$ cat config.mk
export PLATFORM = sky130hd
export DESIGN_NAME = ptw_resp_tlb_flat
export DESIGN_NICKNAME = d
export VERILOG_FILES = /design/src/rtl/ptw_resp_tlb_if.sv /design/src/rtl/ptw_resp_tlb.sv /design/src/flat_wrapper.sv
export SDC_FILE = /design/constraint.sdc
export NUM_CORES = 1
export LEC_CHECK = 0
export ABC_AREA = 1
export CAP_MARGIN = 20
export CORE_ASPECT_RATIO = 0.5
export CORE_MARGIN = 2
export CORE_UTILIZATION = 60
export DETAILED_ROUTE_END_ITERATION = 10
export PLACE_DENSITY = 0.8
export SLEW_MARGIN = 20
export SYNTH_ARGS = -nofsm -noshare
export SYNTH_HDL_FRONTEND = slang
export SYNTH_SLANG_ARGS = --single-unit
$ cat constraint.sdc
create_clock -name clk -period 12.2 [get_ports clk]
set_clock_uncertainty 0.05 [all_clocks]
set_input_delay 1.83 -clock clk [delete_from_list [all_inputs] [get_ports clk]]
set_output_delay 1.83 -clock clk [all_outputs]
set_load 0.02 [all_outputs]
$ cat src/rtl/ptw_resp_tlb_if.sv
// Requester and page-table-walker signal bundle for ptw_resp_tlb.
// The slave modport is the TLB; master is whatever drives requests and walker replies.
interface ptw_resp_tlb_if #(
    parameter int VPN_W = 20,
    parameter int PPN_W = 32
);
    logic             req_valid;
    logic             req_ready;
    logic [VPN_W-1:0] req_vpn;
    logic             resp_valid;
    logic             resp_hit;
    logic             resp_error;
    logic [PPN_W-1:0] resp_ppn;
    logic             ptw_req_valid;
    logic             ptw_req_ready;
    logic [VPN_W-1:0] ptw_req_vpn;
    logic             ptw_resp_valid;
    logic             ptw_resp_error;
    logic [PPN_W-1:0] ptw_resp_ppn;
    logic             flush;

    modport master (
        output req_valid, req_vpn, flush, ptw_req_ready,
               ptw_resp_valid, ptw_resp_error, ptw_resp_ppn,
        input  req_ready, resp_valid, resp_hit, resp_error, resp_ppn,
               ptw_req_valid, ptw_req_vpn
    );

    modport slave (
        input  req_valid, req_vpn, flush, ptw_req_ready,
               ptw_resp_valid, ptw_resp_error, ptw_resp_ppn,
        output req_ready, resp_valid, resp_hit, resp_error, resp_ppn,
               ptw_req_valid, ptw_req_vpn
    );
endinterface

$ cat src/rtl/ptw_resp_tlb.sv
// Fully associative N-entry translation cache in front of the page-table walker.
// Hits answer in the LOOKUP cycle; misses fetch from the walker and fill a victim entry.
module ptw_resp_tlb #(
    parameter int ENTRIES = 8,
    parameter int VPN_W   = 20,
    parameter int PPN_W   = 32
) (
    input  logic           clk,
    input  logic           reset,
    ptw_resp_tlb_if.slave  bus
);
    localparam int IDX_W = $clog2(ENTRIES);

    typedef enum logic [1:0] {
        ST_IDLE     = 2'd0,
        ST_LOOKUP   = 2'd1,
        ST_PTW_REQ  = 2'd2,
        ST_PTW_WAIT = 2'd3
    } state_t;

    state_t             state_r;
    state_t             state_nxt_s;
    logic [VPN_W-1:0]   vpn_r;
    logic [ENTRIES-1:0] valid_r;
    logic [VPN_W-1:0]   tag_r [ENTRIES];
    logic [PPN_W-1:0]   ppn_r [ENTRIES];
    logic [IDX_W-1:0]   ptr_r;
    logic               flush_pend_r;

    logic [ENTRIES-1:0] match_s;
    logic               hit_s;
    logic [PPN_W-1:0]   hit_ppn_s;
    logic               has_inv_s;
    logic [IDX_W-1:0]   inv_idx_s;
    logic [IDX_W-1:0]   victim_idx_s;
    logic               accept_s;
    logic               fill_s;

    // Tag compare; scanning downwards lets the lowest matching index win
    always_comb begin
        hit_ppn_s = {PPN_W{1'b0}};
        for (int i = 0; i < ENTRIES; i++) begin
            match_s[i] = valid_r[i] & (tag_r[i] == vpn_r);
        end
        for (int i = ENTRIES - 1; i >= 0; i--) begin
            hit_ppn_s = match_s[i] ? ppn_r[i] : hit_ppn_s;
        end
        hit_s = |match_s;
    end

    // Victim choice: lowest invalid entry, otherwise the round-robin pointer
    always_comb begin
        inv_idx_s = {IDX_W{1'b0}};
        for (int i = ENTRIES - 1; i >= 0; i--) begin
            inv_idx_s = valid_r[i] ? inv_idx_s : IDX_W'(i);
        end
        has_inv_s    = ~&valid_r;
        victim_idx_s = has_inv_s ? inv_idx_s : ptr_r;
    end

    // Handshake qualifiers; a flush on the fill edge or an earlier pending flush blocks the write
    always_comb begin
        accept_s = bus.req_valid & (state_r == ST_IDLE);
        fill_s   = (state_r == ST_PTW_WAIT) & bus.ptw_resp_valid & ~bus.ptw_resp_error
                   & ~flush_pend_r & ~bus.flush;
    end

    // State register
    always_ff @(posedge clk) begin
        if (reset) begin
            state_r <= ST_IDLE;
        end else begin
            state_r <= state_nxt_s;
        end
    end

    // Next-state logic
    always_comb begin
        state_nxt_s = state_r;
        case (state_r)
            ST_IDLE:     state_nxt_s = bus.req_valid      ? ST_LOOKUP   : ST_IDLE;
            ST_LOOKUP:   state_nxt_s = hit_s              ? ST_IDLE     : ST_PTW_REQ;
            ST_PTW_REQ:  state_nxt_s = bus.ptw_req_ready  ? ST_PTW_WAIT : ST_PTW_REQ;
            ST_PTW_WAIT: state_nxt_s = bus.ptw_resp_valid ? ST_IDLE     : ST_PTW_WAIT;
            default:     state_nxt_s = ST_IDLE;
        endcase
    end

    // Output decode; every response field is zero unless resp_valid is high
    always_comb begin
        bus.req_ready     = 1'b0;
        bus.resp_valid    = 1'b0;
        bus.resp_hit      = 1'b0;
        bus.resp_error    = 1'b0;
        bus.resp_ppn      = {PPN_W{1'b0}};
        bus.ptw_req_valid = 1'b0;
        bus.ptw_req_vpn   = {VPN_W{1'b0}};
        case (state_r)
            ST_IDLE: begin
                bus.req_ready = 1'b1;
            end
            ST_LOOKUP: begin
                bus.resp_valid = hit_s;
                bus.resp_hit   = hit_s;
                bus.resp_ppn   = hit_s ? hit_ppn_s : {PPN_W{1'b0}};
            end
            ST_PTW_REQ: begin
                bus.ptw_req_valid = 1'b1;
                bus.ptw_req_vpn   = vpn_r;
            end
            ST_PTW_WAIT: begin
                bus.resp_valid = bus.ptw_resp_valid;
                bus.resp_error = bus.ptw_resp_valid & bus.ptw_resp_error;
                if (bus.ptw_resp_valid && !bus.ptw_resp_error) begin
                    bus.resp_ppn = bus.ptw_resp_ppn;
                end else begin
                    bus.resp_ppn = {PPN_W{1'b0}};
                end
            end
            default: begin
                bus.req_ready = 1'b0;
            end
        endcase
    end

    // Lookup VPN captured on accept and held for the whole transaction
    always_ff @(posedge clk) begin
        if (reset) begin
            vpn_r <= {VPN_W{1'b0}};
        end else if (accept_s) begin
            vpn_r <= bus.req_vpn;
        end else begin
            vpn_r <= vpn_r;
        end
    end

    // Pending flush remembers a flush seen while the walker owns the transaction
    always_ff @(posedge clk) begin
        if (reset) begin
            flush_pend_r <= 1'b0;
        end else if (state_r == ST_IDLE) begin
            flush_pend_r <= 1'b0;
        end else if (bus.flush && (state_r == ST_PTW_REQ || state_r == ST_PTW_WAIT)) begin
            flush_pend_r <= 1'b1;
        end else begin
            flush_pend_r <= flush_pend_r;
        end
    end

    // Valid bits and replacement pointer; flush beats a coincident fill
    always_ff @(posedge clk) begin
        if (reset || bus.flush) begin
            valid_r <= {ENTRIES{1'b0}};
            ptr_r   <= {IDX_W{1'b0}};
        end else if (fill_s) begin
            valid_r[victim_idx_s] <= 1'b1;
            ptr_r <= has_inv_s ? ptr_r : ptr_r + IDX_W'(1);
        end else begin
            valid_r <= valid_r;
            ptr_r   <= ptr_r;
        end
    end

    // Entry payload; contents are only meaningful behind a set valid bit
    always_ff @(posedge clk) begin
        if (fill_s) begin
            tag_r[victim_idx_s] <= vpn_r;
            ppn_r[victim_idx_s] <= bus.ptw_resp_ppn;
        end
    end
endmodule

$ cat src/flat_wrapper.sv
// flat-port wrapper written by rule: the top's interface ports become plain ports
module ptw_resp_tlb_flat 
#(
    parameter int ENTRIES = 8,
    parameter int VPN_W   = 20,
    parameter int PPN_W   = 32
)
  (clk, reset, bus_req_valid, bus_req_vpn, bus_flush, bus_ptw_req_ready, bus_ptw_resp_valid, bus_ptw_resp_error, bus_ptw_resp_ppn, bus_req_ready, bus_resp_valid, bus_resp_hit, bus_resp_error, bus_resp_ppn, bus_ptw_req_valid, bus_ptw_req_vpn);
  ptw_resp_tlb_if #(.VPN_W(VPN_W), .PPN_W(PPN_W)) bus_i ();
  input  logic clk;
  input  logic reset;
  input wire logic [$bits(bus_i.req_valid)-1:0] bus_req_valid;
  input wire logic [$bits(bus_i.req_vpn)-1:0] bus_req_vpn;
  input wire logic [$bits(bus_i.flush)-1:0] bus_flush;
  input wire logic [$bits(bus_i.ptw_req_ready)-1:0] bus_ptw_req_ready;
  input wire logic [$bits(bus_i.ptw_resp_valid)-1:0] bus_ptw_resp_valid;
  input wire logic [$bits(bus_i.ptw_resp_error)-1:0] bus_ptw_resp_error;
  input wire logic [$bits(bus_i.ptw_resp_ppn)-1:0] bus_ptw_resp_ppn;
  output wire logic [$bits(bus_i.req_ready)-1:0] bus_req_ready;
  output wire logic [$bits(bus_i.resp_valid)-1:0] bus_resp_valid;
  output wire logic [$bits(bus_i.resp_hit)-1:0] bus_resp_hit;
  output wire logic [$bits(bus_i.resp_error)-1:0] bus_resp_error;
  output wire logic [$bits(bus_i.resp_ppn)-1:0] bus_resp_ppn;
  output wire logic [$bits(bus_i.ptw_req_valid)-1:0] bus_ptw_req_valid;
  output wire logic [$bits(bus_i.ptw_req_vpn)-1:0] bus_ptw_req_vpn;
  assign bus_i.req_valid = bus_req_valid;
  assign bus_i.req_vpn = bus_req_vpn;
  assign bus_i.flush = bus_flush;
  assign bus_i.ptw_req_ready = bus_ptw_req_ready;
  assign bus_i.ptw_resp_valid = bus_ptw_resp_valid;
  assign bus_i.ptw_resp_error = bus_ptw_resp_error;
  assign bus_i.ptw_resp_ppn = bus_ptw_resp_ppn;
  assign bus_req_ready = bus_i.req_ready;
  assign bus_resp_valid = bus_i.resp_valid;
  assign bus_resp_hit = bus_i.resp_hit;
  assign bus_resp_error = bus_i.resp_error;
  assign bus_resp_ppn = bus_i.resp_ppn;
  assign bus_ptw_req_valid = bus_i.ptw_req_valid;
  assign bus_ptw_req_vpn = bus_i.ptw_req_vpn;
  ptw_resp_tlb #(.ENTRIES(ENTRIES), .VPN_W(VPN_W), .PPN_W(PPN_W)) u_core (.clk(clk), .reset(reset), .bus(bus_i));
endmodule
==> metrics.txt <==
run status=finished, final reports clean; CP Data Required Time=10.32 ns; # clock sinks=450; Final ANT Viol Nets=0; placer congestion estimate=0.980; Vias=14259; syn_nets=2042; Least-Margin Pin Slew=1.09 ns; largest cells by area after synthesis=edfxtp_1 (63%), nand2_1 (12%), nor2_1 (7.1%); Clk pin slew, worst setup/hold paths=0.07 ns; sequential group share of total power=54.8%; Max clock buf depth=3; fmax=142 MHz; commonest non-fill, non-tap cell in the layout=nand2_1; met2 wire length=about 24000 um; layout net count=~2100; Num CTS Buffers=39; Final setup viols=0; Hold Path Class=flop to flop; first-pass GRT wire length=76700 um; Total GRT Usage=around 30%; vias in the first global route=around 13000; crit path kind=flop to output pin; combinational power share=5.3%; post-synthesis cell count=1982; WL final=51200 um; Synthesis Warnings=0; Die Height=around 130 um; Hold Vio Cnt, Final=0; # DRC=0; uppermost layer routed=met5; Final Max Slew Viols=0; area delta synth->final=13.7%; metal1 wirelength=20400 um; Cell Pwr Density=140 mW/mm2; post-detail-place hpwl=a little over 30000 um; fin cells=2538; Die ar.=0.0346 mm2; share of cells above drive strength 1=~6.2%; clk root buf=clkbuf_16; number of core rows=46; WL/cell=around 20 um; global route overflow=0; Netlist cell types=35; Filler Cell Count=2266; first-pass iteration count of the detailed router=5; main flop type after synthesis=edfxtp_1; average cell area after synthesis=9.99 um2; MaxCap Viol Count=0; number of gates resized after CTS=0; largest net degree at the start of global routing=66; clock power share=around 40%; maximum vdd ir drop=0.0000979 V; Die W=~260 um; Post-synth EDFFs=416; DRT iter0 DRCs=approximately 1800; slew margin rel.=27.0%; H-Tree Level Count=2; Sw Share=22.0%; Post-CTS Setup Repair Bufs=0; sequential-to-total area share from yosys stat=66.5%; via/cell ratio=between 5 and 6; Worst Path Max Fanout=34; I/O pin total=roughly 120; arrival time at the worst endpoint=roughly 5.2 ns; most frequent cells in the layout=nand2_1 (617), edfxtp_1 (416), nor2_1 (363), inv_1 (150), clkdlybuf4s50_1 (115); Pint=~2500 uW; post-synth top area cell=edfxtp_1; Ant. Diodes=0; number of port buffers=115; RSZ-0062 raised after global routing=no; crit start category=flop; area of the core=around 0.032 mm2; number of synthesized register bits=450; Net Sw Power=692 uW; Post-synth ARST share=0%; Met3 Routed Length=5190 um; LEAKAGE=about 0.0089 uW; CTS tree=built; Initial Utilization=61.8%; insertion delay to the later sink of the worst-skew pair=about 0.55 ns; fin crit period=7.04 ns; Setup Total Neg Slack=0 ns; Post-CTS Hold Buffers=0; Tcrit/Tclk final=57.7%; Cell Area, Synth=~0.020 mm2; initial antenna violation count=1; Critical Path End Type=output pin; Yosys top cell area share=63.1%; dpl cells=about 2500
-- layout make-up --
cell class	instances	area (um2)	area share, %
sequential	450	13200	58.5
inverter	168	631	2.80
timing repair buffer	137	1320	5.85
clock buffer	51	1050	4.67
clock inverter	20	214	0.951
tap	432	541	2.40
multi-input combinational	1280	5580	24.8
-- cell usage after synthesis (3+ instances only) --
cell and count:
nand4_1 10, xnor2_1 40, nand2_2 6, nor2_1 373, a21oi_1 63, o21ai_0 48, clkbuf_1 26, edfxtp_1 416
nand3_2 4, nor2_2 4, nor3_1 3, o211ai_1 4, buf_4 17, o21a_1 3, nand3_1 53, o21ai_1 10
xor2_1 5, nand2_1 617, dfxtp_1 34, o22ai_1 19, o2111ai_1 4, inv_2 18, buf_6 10, inv_1 150
buf_2 31
-- worst paths after layout --
path	startpoint	to	slack, ns	depth (start not counted)
max	u_core.vpn_r[5]	bus_resp_ppn[5]	5.16	15
max reg2reg	u_core.vpn_r[5]	u_core.state_r[1]	8.68	11
min	u_core.ptr_r[2]	u_core.ptr_r[2]	0.43	2
min reg2reg	u_core.ptr_r[2]	u_core.ptr_r[2]	0.43	2
-- routing by layer --
layer / GRT usage [%] / up-vias
li1: - / 6642
met2: 46.6 / 774
met4: 11.8 / 2
met5: 0 / -
met3: 6.84 / 121
met1: 40.8 / 6720
-- power groups by stage --
stage | combinational, uW | clock, uW | sequential (uW)
2_1_floorplan | 95.4 | 0 | 1750
3_3_place_gp | 160 | 0 | 1760
3_5_place_dp | 162 | 0 | 1760
4_1_cts | 163 | 1260 | 1720
5_1_grt | 178 | 1320 | 1730
6_report | 166 | 1250 | 1720
-- cell families (layout without fill, tap and decap cells) --
logic type / Yosys count / count (layout) / share of synthesized area, %
xor gates and xnor gates: 45 / 45 / 1.99
buffers and inverters: 252 / 376 / 5.67
adders and majority gates: 1 / 1 / 0.0632
DFF: 450 / 450 / 66.5
and+or+nand+nor: 1077 / 1077 / 21.4
AOI/OAI and AO/OA: 157 / 157 / 4.37
-- per-stage QoR --
stage / util (%) / area [um2] / hold slack (ns) / worst slack [ns] / total power, uW
after CTS: 70.2 / 22500 / 0.429 / 5.15 / 3140
after global placement: 66.3 / 21200 / 0.410 / 5.84 / 1920
after floorplan: - / 19800 / 0.394 / 6.85 / 1840
after detailed placement: 66.3 / 21200 / 0.418 / 5.69 / 1920
final: 70.2 / 22500 / 0.426 / 5.16 / 3140
after global routing: 70.2 / 22500 / 0.458 / 4.67 / 3220
-- registers in the layout, summed over array words and instances (netlist names) --
signal / flops
u_core.tag_r: 160
u_core.ptr_r: 3
u_core.valid_r: 8
u_core.vpn_r: 20
u_core.ppn_r: 256
u_core.flush_pend_r: 1
u_core.state_r: 2
-- critical path, cell delays in order (launching register included) --
cell,delay [ns]
dfxtp_1,0.55
inv_2,0.23
nand2_1,0.10
o21ai_0,0.08
a211oi_1,0.20
nand2_1,0.07
nor2_1,0.17
nand3_2,0.69
nand2_2,0.90
nor2_1,0.13
nand2_2,0.14
nand3_4,0.35
nor2_1,0.21
nand2_1,0.07
nand2_1,0.06
clkdlybuf4s50_1,0.61
(Power assumes the default switching activity.)
